[src/rtl/csa64_mpadd_seq.sv]
// Multi-precision add/subtract sequencer: walks WORDS-wide operands through one shared
// W-bit external adder, least-significant word first, chaining the carry between words.
module csa64_mpadd_seq #(
  parameter int W     = 64,
  parameter int WORDS = 4
) (
  input  logic               clk,
  input  logic               rst,
  input  logic               start,
  input  logic               sub,
  input  logic [W*WORDS-1:0] a_in,
  input  logic [W*WORDS-1:0] b_in,
  output logic               ready,
  output logic               busy,
  output logic               done,
  output logic [W*WORDS-1:0] result,
  output logic               c_out,
  output logic [W-1:0]       adder_a,
  output logic [W-1:0]       adder_b,
  output logic               adder_cin,
  input  logic [W-1:0]       adder_sum,
  input  logic               adder_cout
);

  localparam int IW = (WORDS > 1) ? $clog2(WORDS) : 1;
  localparam logic [IW-1:0] LAST_IDX = IW'(WORDS - 1);

  typedef enum logic [1:0] {
    IDLE = 2'd0,
    RUN  = 2'd1,
    DONE = 2'd2
  } state_t;

  state_t             state_reg, state_next;
  logic [W*WORDS-1:0] op_a_reg, op_b_reg;
  logic               sub_reg;
  logic               carry_reg;
  logic               c_out_reg;
  logic [IW-1:0]      idx_reg;
  logic               accept;
  logic               last_word;
  logic [W-1:0]       word_a, word_b;

  assign last_word = (idx_reg == LAST_IDX);

  always_comb begin
    state_next = state_reg;
    accept     = 1'b0;
    case (state_reg)
      IDLE: begin
        if (start) begin
          accept     = 1'b1;
          state_next = RUN;
        end
      end
      RUN: begin
        if (last_word) state_next = DONE;
      end
      DONE: state_next = IDLE;
      default: state_next = IDLE;
    endcase
  end

  always_ff @(posedge clk or posedge rst) begin
    if (rst) state_reg <= IDLE;
    else     state_reg <= state_next;
  end

  assign ready = (state_reg == IDLE);
  assign busy  = (state_reg == RUN);
  assign done  = (state_reg == DONE);

  // Operands are captured once so the requester may change a_in/b_in while we run.
  always_ff @(posedge clk or posedge rst) begin
    if (rst) begin
      op_a_reg <= '0;
      op_b_reg <= '0;
      sub_reg  <= 1'b0;
    end else if (accept) begin
      op_a_reg <= a_in;
      op_b_reg <= b_in;
      sub_reg  <= sub;
    end
  end

  // Subtraction is a + ~b + 1: the +1 enters as the carry into word 0.
  always_ff @(posedge clk or posedge rst) begin
    if (rst) begin
      idx_reg   <= '0;
      carry_reg <= 1'b0;
    end else if (accept) begin
      idx_reg   <= '0;
      carry_reg <= sub;
    end else if (busy) begin
      idx_reg   <= idx_reg + 1'b1;
      carry_reg <= adder_cout;
    end
  end

  always_ff @(posedge clk or posedge rst) begin
    if (rst)                   c_out_reg <= 1'b0;
    else if (busy && last_word) c_out_reg <= adder_cout;
  end

  assign c_out = c_out_reg;

  always_comb begin
    word_a = '0;
    word_b = '0;
    for (int i = 0; i < WORDS; i++) begin
      if (idx_reg == IW'(i)) begin
        word_a = op_a_reg[i*W +: W];
        word_b = op_b_reg[i*W +: W];
      end
    end
  end

  // Adder inputs are quiet outside RUN so the shared adder sees no spurious activity.
  assign adder_a   = busy ? word_a : '0;
  assign adder_b   = busy ? (sub_reg ? ~word_b : word_b) : '0;
  assign adder_cin = busy & carry_reg;

  generate
    for (genvar gi = 0; gi < WORDS; gi++) begin : g_res
      logic [W-1:0] word_reg;

      always_ff @(posedge clk or posedge rst) begin
        if (rst)
          word_reg <= '0;
        else if (busy && (idx_reg == IW'(gi)))
          word_reg <= adder_sum;
      end

      assign result[gi*W +: W] = word_reg;
    end
  endgenerate

endmodule

[config.mk]
export PLATFORM = sky130hd
export DESIGN_NAME = csa64_mpadd_seq
export DESIGN_NICKNAME = d
export VERILOG_FILES = /design/src/rtl/csa64_mpadd_seq.sv
export SDC_FILE = /design/constraint.sdc
export NUM_CORES = 2
export LEC_CHECK = 0
export ABC_AREA = 1
export CAP_MARGIN = 15
export CORE_AREA = 2 2 373 375
export CTS_CLUSTER_DIAMETER = 40
export CTS_CLUSTER_SIZE = 25
export DETAILED_ROUTE_END_ITERATION = 16
export DIE_AREA = 0 0 375 377
export GPL_TIMING_DRIVEN = 0
export HOLD_SLACK_MARGIN = 0.08
export PLACE_DENSITY_LB_ADDON = 0.15
export SYNTH_ARGS = -nofsm -noshare
export SYNTH_HDL_FRONTEND = slang
export SYNTH_SLANG_ARGS = --single-unit
[constraint.sdc]
create_clock -name clk -period 30.3 [get_ports clk]
set_input_delay 4.545 -clock clk [delete_from_list [all_inputs] [get_ports clk]]
set_output_delay 4.545 -clock clk [all_outputs]
set_load 0.01 [all_outputs]
==> reports/results.txt <==
The average cell area after synthesis was 8.079 sq um. The number of instances in the synthesized netlist was 4,237. The met3 usage came out at 6.035%. The flow ran to the end, and the final reports show no timing, DRC or antenna violations.

In this run, distinct cell masters in the synthesized netlist total 22. The tools report the met1 usage as 30.64%. Cell internal power was estimated by the tool at 0.003864 W. The detail-routed via count per cell came out at 4.568.

STA classifies the critical path startpoint as a register. The logs give 0 for the hold violation count in the final report and 0.006546 W for the overall power of the completed layout. The total track usage is 24.22%. The worst setup path is captured at an output pin. The die is 375 microns wide.

The last weighted congestion value of the routability-driven placer came out at 0.8863. The clock transition time at the flip-flop clock pins of the worst setup and hold paths was 0.05 ns; the wire length after detailed routing was 175,100 microns. For this run, the share of the core covered by cells in the final layout is 37.86%. In this run the cell area of the synthesized design comes to 34,230 sq um.

Setup repair after global routing left no endpoint under its margin. Number of remaining DRC errors: 0. The cell family contributing the most delay on the critical path is buffers and inverters. The tools report the buffers inserted during post-CTS setup optimization as 0.

STA puts the critical path data arrival time at 4.16 ns. For the total number of clock tree sinks, the log shows 775. The root buffer selected by CTS is clkbuf_16.

On the worst path, the slowest cell contributes a delay of 0.71 ns. Per report_power, the combinational group accounts for 45.6% of the total. The number of storage elements in the synthesis netlist is 775, and the number of nets in the layout is 5,953. The total of buffers placed on input and output ports was 969; the flip-flop and latch area was 19,390 sq um.

Based on the critical path, the design can be clocked at up to 0.1149 GHz. The analysis attributes to net switching a power of 0.002683 W. The die covers 141,400 sq um. For this run, the number of Yosys warnings is 0. Summed over all nets, the half-perimeter wirelength after detailed placement is 134,800 microns. The global routing stage identified its most utilized layer as met2. Share of final-layout standard cells stronger than drive strength 1: 7.967%. The initial antenna violation count came out at 41. Setup violations remaining at the end of the flow were counted as 0. The tools report the setup slack after placement as 22.19 ns.

The number of resized instances in the post-cts repair step came out at 0. The slowest stage of the critical path belongs to the cell clkdlybuf4s50_1. The number of max-slew violations in the final report is 0. The kind of critical path is reg2out. Buffers inserted to repair hold after CTS numbered 0. The run gives 118 as the pin count of the biggest net entering global routing. Hold timing on the final database bottoms out at a slack of 0.4759 ns.

The tools report the global-route track usage on met2 as 40.24%. The tools report the CTS buffer count as 153. The fraction of power consumed by sequential logic was 27.0%; the height of the die was 377 microns.

The number of nets with antenna violations after routing is 0. Setup slack closes at 21.59 ns. For the worst setup path, the data required time is 25.76 ns. TritonCTS built the clock tree. The relative area change from synthesis to final layout works out to 51.48%.

The site row count came out at 136. The share of the clock period used by the worst path works out to 28.73%. The fraction of power consumed by the clock network is 27.4%, and the per-cell routed wire length is 23.95 microns. The final-layout fill cell count was 14,280. The tools report the leakage power figure as 24.40 nW. The critical path starts at idx_reg[0]. The maximum level of the CTS H-tree came out at 4. The tool flagged a number of max-cap violations equal to 0.

The pre-antenna-repair detailed-routing pass consisted of 5 iterations. For the final database, setup skew stands at 0.05218 ns. In this design, the critical path's most frequently occurring cell is buf_2. In this run the deepest clock path goes through 3 buffers. The number of buffers and inverters on the critical path is 6.

The run gives 4,822 as the post-synthesis net count. Detailed routing inserted a total of 33,400 vias. The total area inside the core boundary comes to 137,000 sq um.

The initial utilization of the core area, before any placement, comes to 24.99%. Along the worst path, the maximum fanout reaches 11. The total power per unit cell area came out at 126.2 nW/um^2.

For the pin with the worst max-slew slack, the measured transition is 0.9354 ns. For the number of global-route vias before repair, the log shows 33,400. The share of total power consumed by net switching came out at 40.98%.

The first-pass GRT wire length came out at 244,800 microns. The hold path startpoint was op_a_reg[225]. The headroom to the max-slew limit was 37.64%; the time the final worst path needs with I/O delays and setup was 8.706 ns. The signal on the critical path passes through inv_1 -> ha_1 -> buf_2 -> clkinv_1 -> buf_2 -> buf_2 -> o221ai_1 -> nand2_1 -> nand2_1 -> clkdlybuf4s50_1. The tools report the part of the Yosys area used for sequential elements as 56.65%. The multi-input combinational cells in the finished layout cover a total of 12,150 sq um. For this design the top-level I/O count stands at 970.

VDD sags by at most 0.04712 mV. In this run, the number of DRC markers left after iteration 0 of detailed routing was 2,592. The clock latency of the later-clocked register in the worst-skew pair is 0.79 ns. In this run the critical register-to-register path is launched from state_reg[1].

Total grt overflow: 0. The worst hold path belongs to the class reg2reg.
-- worst min-delay path, cell delays in order (launching register included) --
cell	delay [ns]
dfrtp_1	0.34
nand2_1	0.05
nand2_1	0.05
-- logic make-up after synthesis --
logic type | synth area share (%)
flops | 56.65
simple gates | 22.19
buf+inv | 7.869
compound gates | 13.14
fa+ha+maj | 0.1462
-- synthesized netlist by cell type --
cell type / n / share of area (%)
a21oi_1: 189 / 2.8
buf_1: 23 / 0.25
buf_2: 153 / 2.2
buf_4: 5 / 0.11
clkbuf_1: 96 / 1.1
clkbuf_2: 2 / 0.029
clkinv_1: 1 / 0.011
dfrtp_1: 775 / 57
ha_1: 4 / 0.15
inv_1: 377 / 4.1
inv_2: 4 / 0.044
nand2_1: 1785 / 20
nand2_2: 1 / 0.018
nand3_1: 119 / 1.7
nor2_1: 69 / 0.76
nor2_2: 1 / 0.018
nor2_4: 2 / 0.066
o21a_1: 64 / 1.4
o21ai_0: 455 / 6.7
o21ai_1: 47 / 0.69
o221ai_1: 64 / 1.6
or2_2: 1 / 0.018
-- through the flow --
step | TNS [ns] | std cells | instance area [sq um]
finish | 0 | 7312 | 51850
global route | 0 | 7302 | 51830
CTS | 0 | 7292 | 51800
detailed placement | 0 | 7007 | 46380
global placement | -6134.24 | 7000 | 46180
floorplan | 0 | 4237 | 34230
-- placed cells by master (no fill, tap or decap), types with 7 or more instances in the layout --
master           Yosys  final
a21oi_1            189    189
buf_1               23     23
buf_16               0      7
buf_2              153    153
bufinv_16            0     23
clkbuf_1            96    120
clkbuf_16            0    156
clkbuf_8             0     13
clkdlybuf4s50_1      0    969
clkinv_2             0     31
clkinv_4             0      7
clkinvlp_4           0     15
dfrtp_1            775    775
diode_2              0     20
inv_1              377    376
inv_6                0      9
nand2_1           1785   1785
nand3_1            119    119
nor2_1              69     69
o21a_1              64     64
o21ai_0            455    455
o21ai_1             47     47
o221ai_1            64     64
-- power by group through the flow --
stage	combinational, W	clock, W	sequential, W
after global placement	0.00299	0	0.00178
after global routing	0.00326	0.00187	0.00182
final	0.00299	0.00180	0.00177
after floorplan	0.00137	0	0.00182
after CTS	0.00302	0.00182	0.00176
after detailed placement	0.00301	0	0.00177
-- path summary, 6_finish.rpt --
path                                          to  slack (ns)  depth (start not counted)
max                                   adder_a[3]       21.59                         10
max reg2reg                        op_b_reg[250]       27.84                          7
max in group asynchronous  g_res[0].word_reg[42]       23.97                          5
min                                op_a_reg[225]        0.48                          2
min in group asynchronous          op_b_reg[214]        4.22                          2
min reg2reg                        op_a_reg[225]        0.48                          2
-- layout make-up --
| cell class | count | share of cell area [%] |
|---|---|---|
| timing repair buffer | 976 | 19.08 |
| clock inverter | 92 | 2.420 |
| clock buffer | 193 | 8.047 |
| tap | 1794 | 4.329 |
| inverter | 382 | 2.780 |
| multi-input combinational | 2801 | 23.42 |
| buffer | 279 | 2.430 |
| sequential | 775 | 37.40 |
| antenna | 20 | 0.09652 |
-- metal layers --
layer | part of all wire [%] | vias up
met2 | 48 | 1200
met1 | 42 | 16230
met3 | 6.9 | 261
li1 | - | 15680
met5 | 0.12 | -
met4 | 2.8 | 32
(Power assumes the default switching activity.)
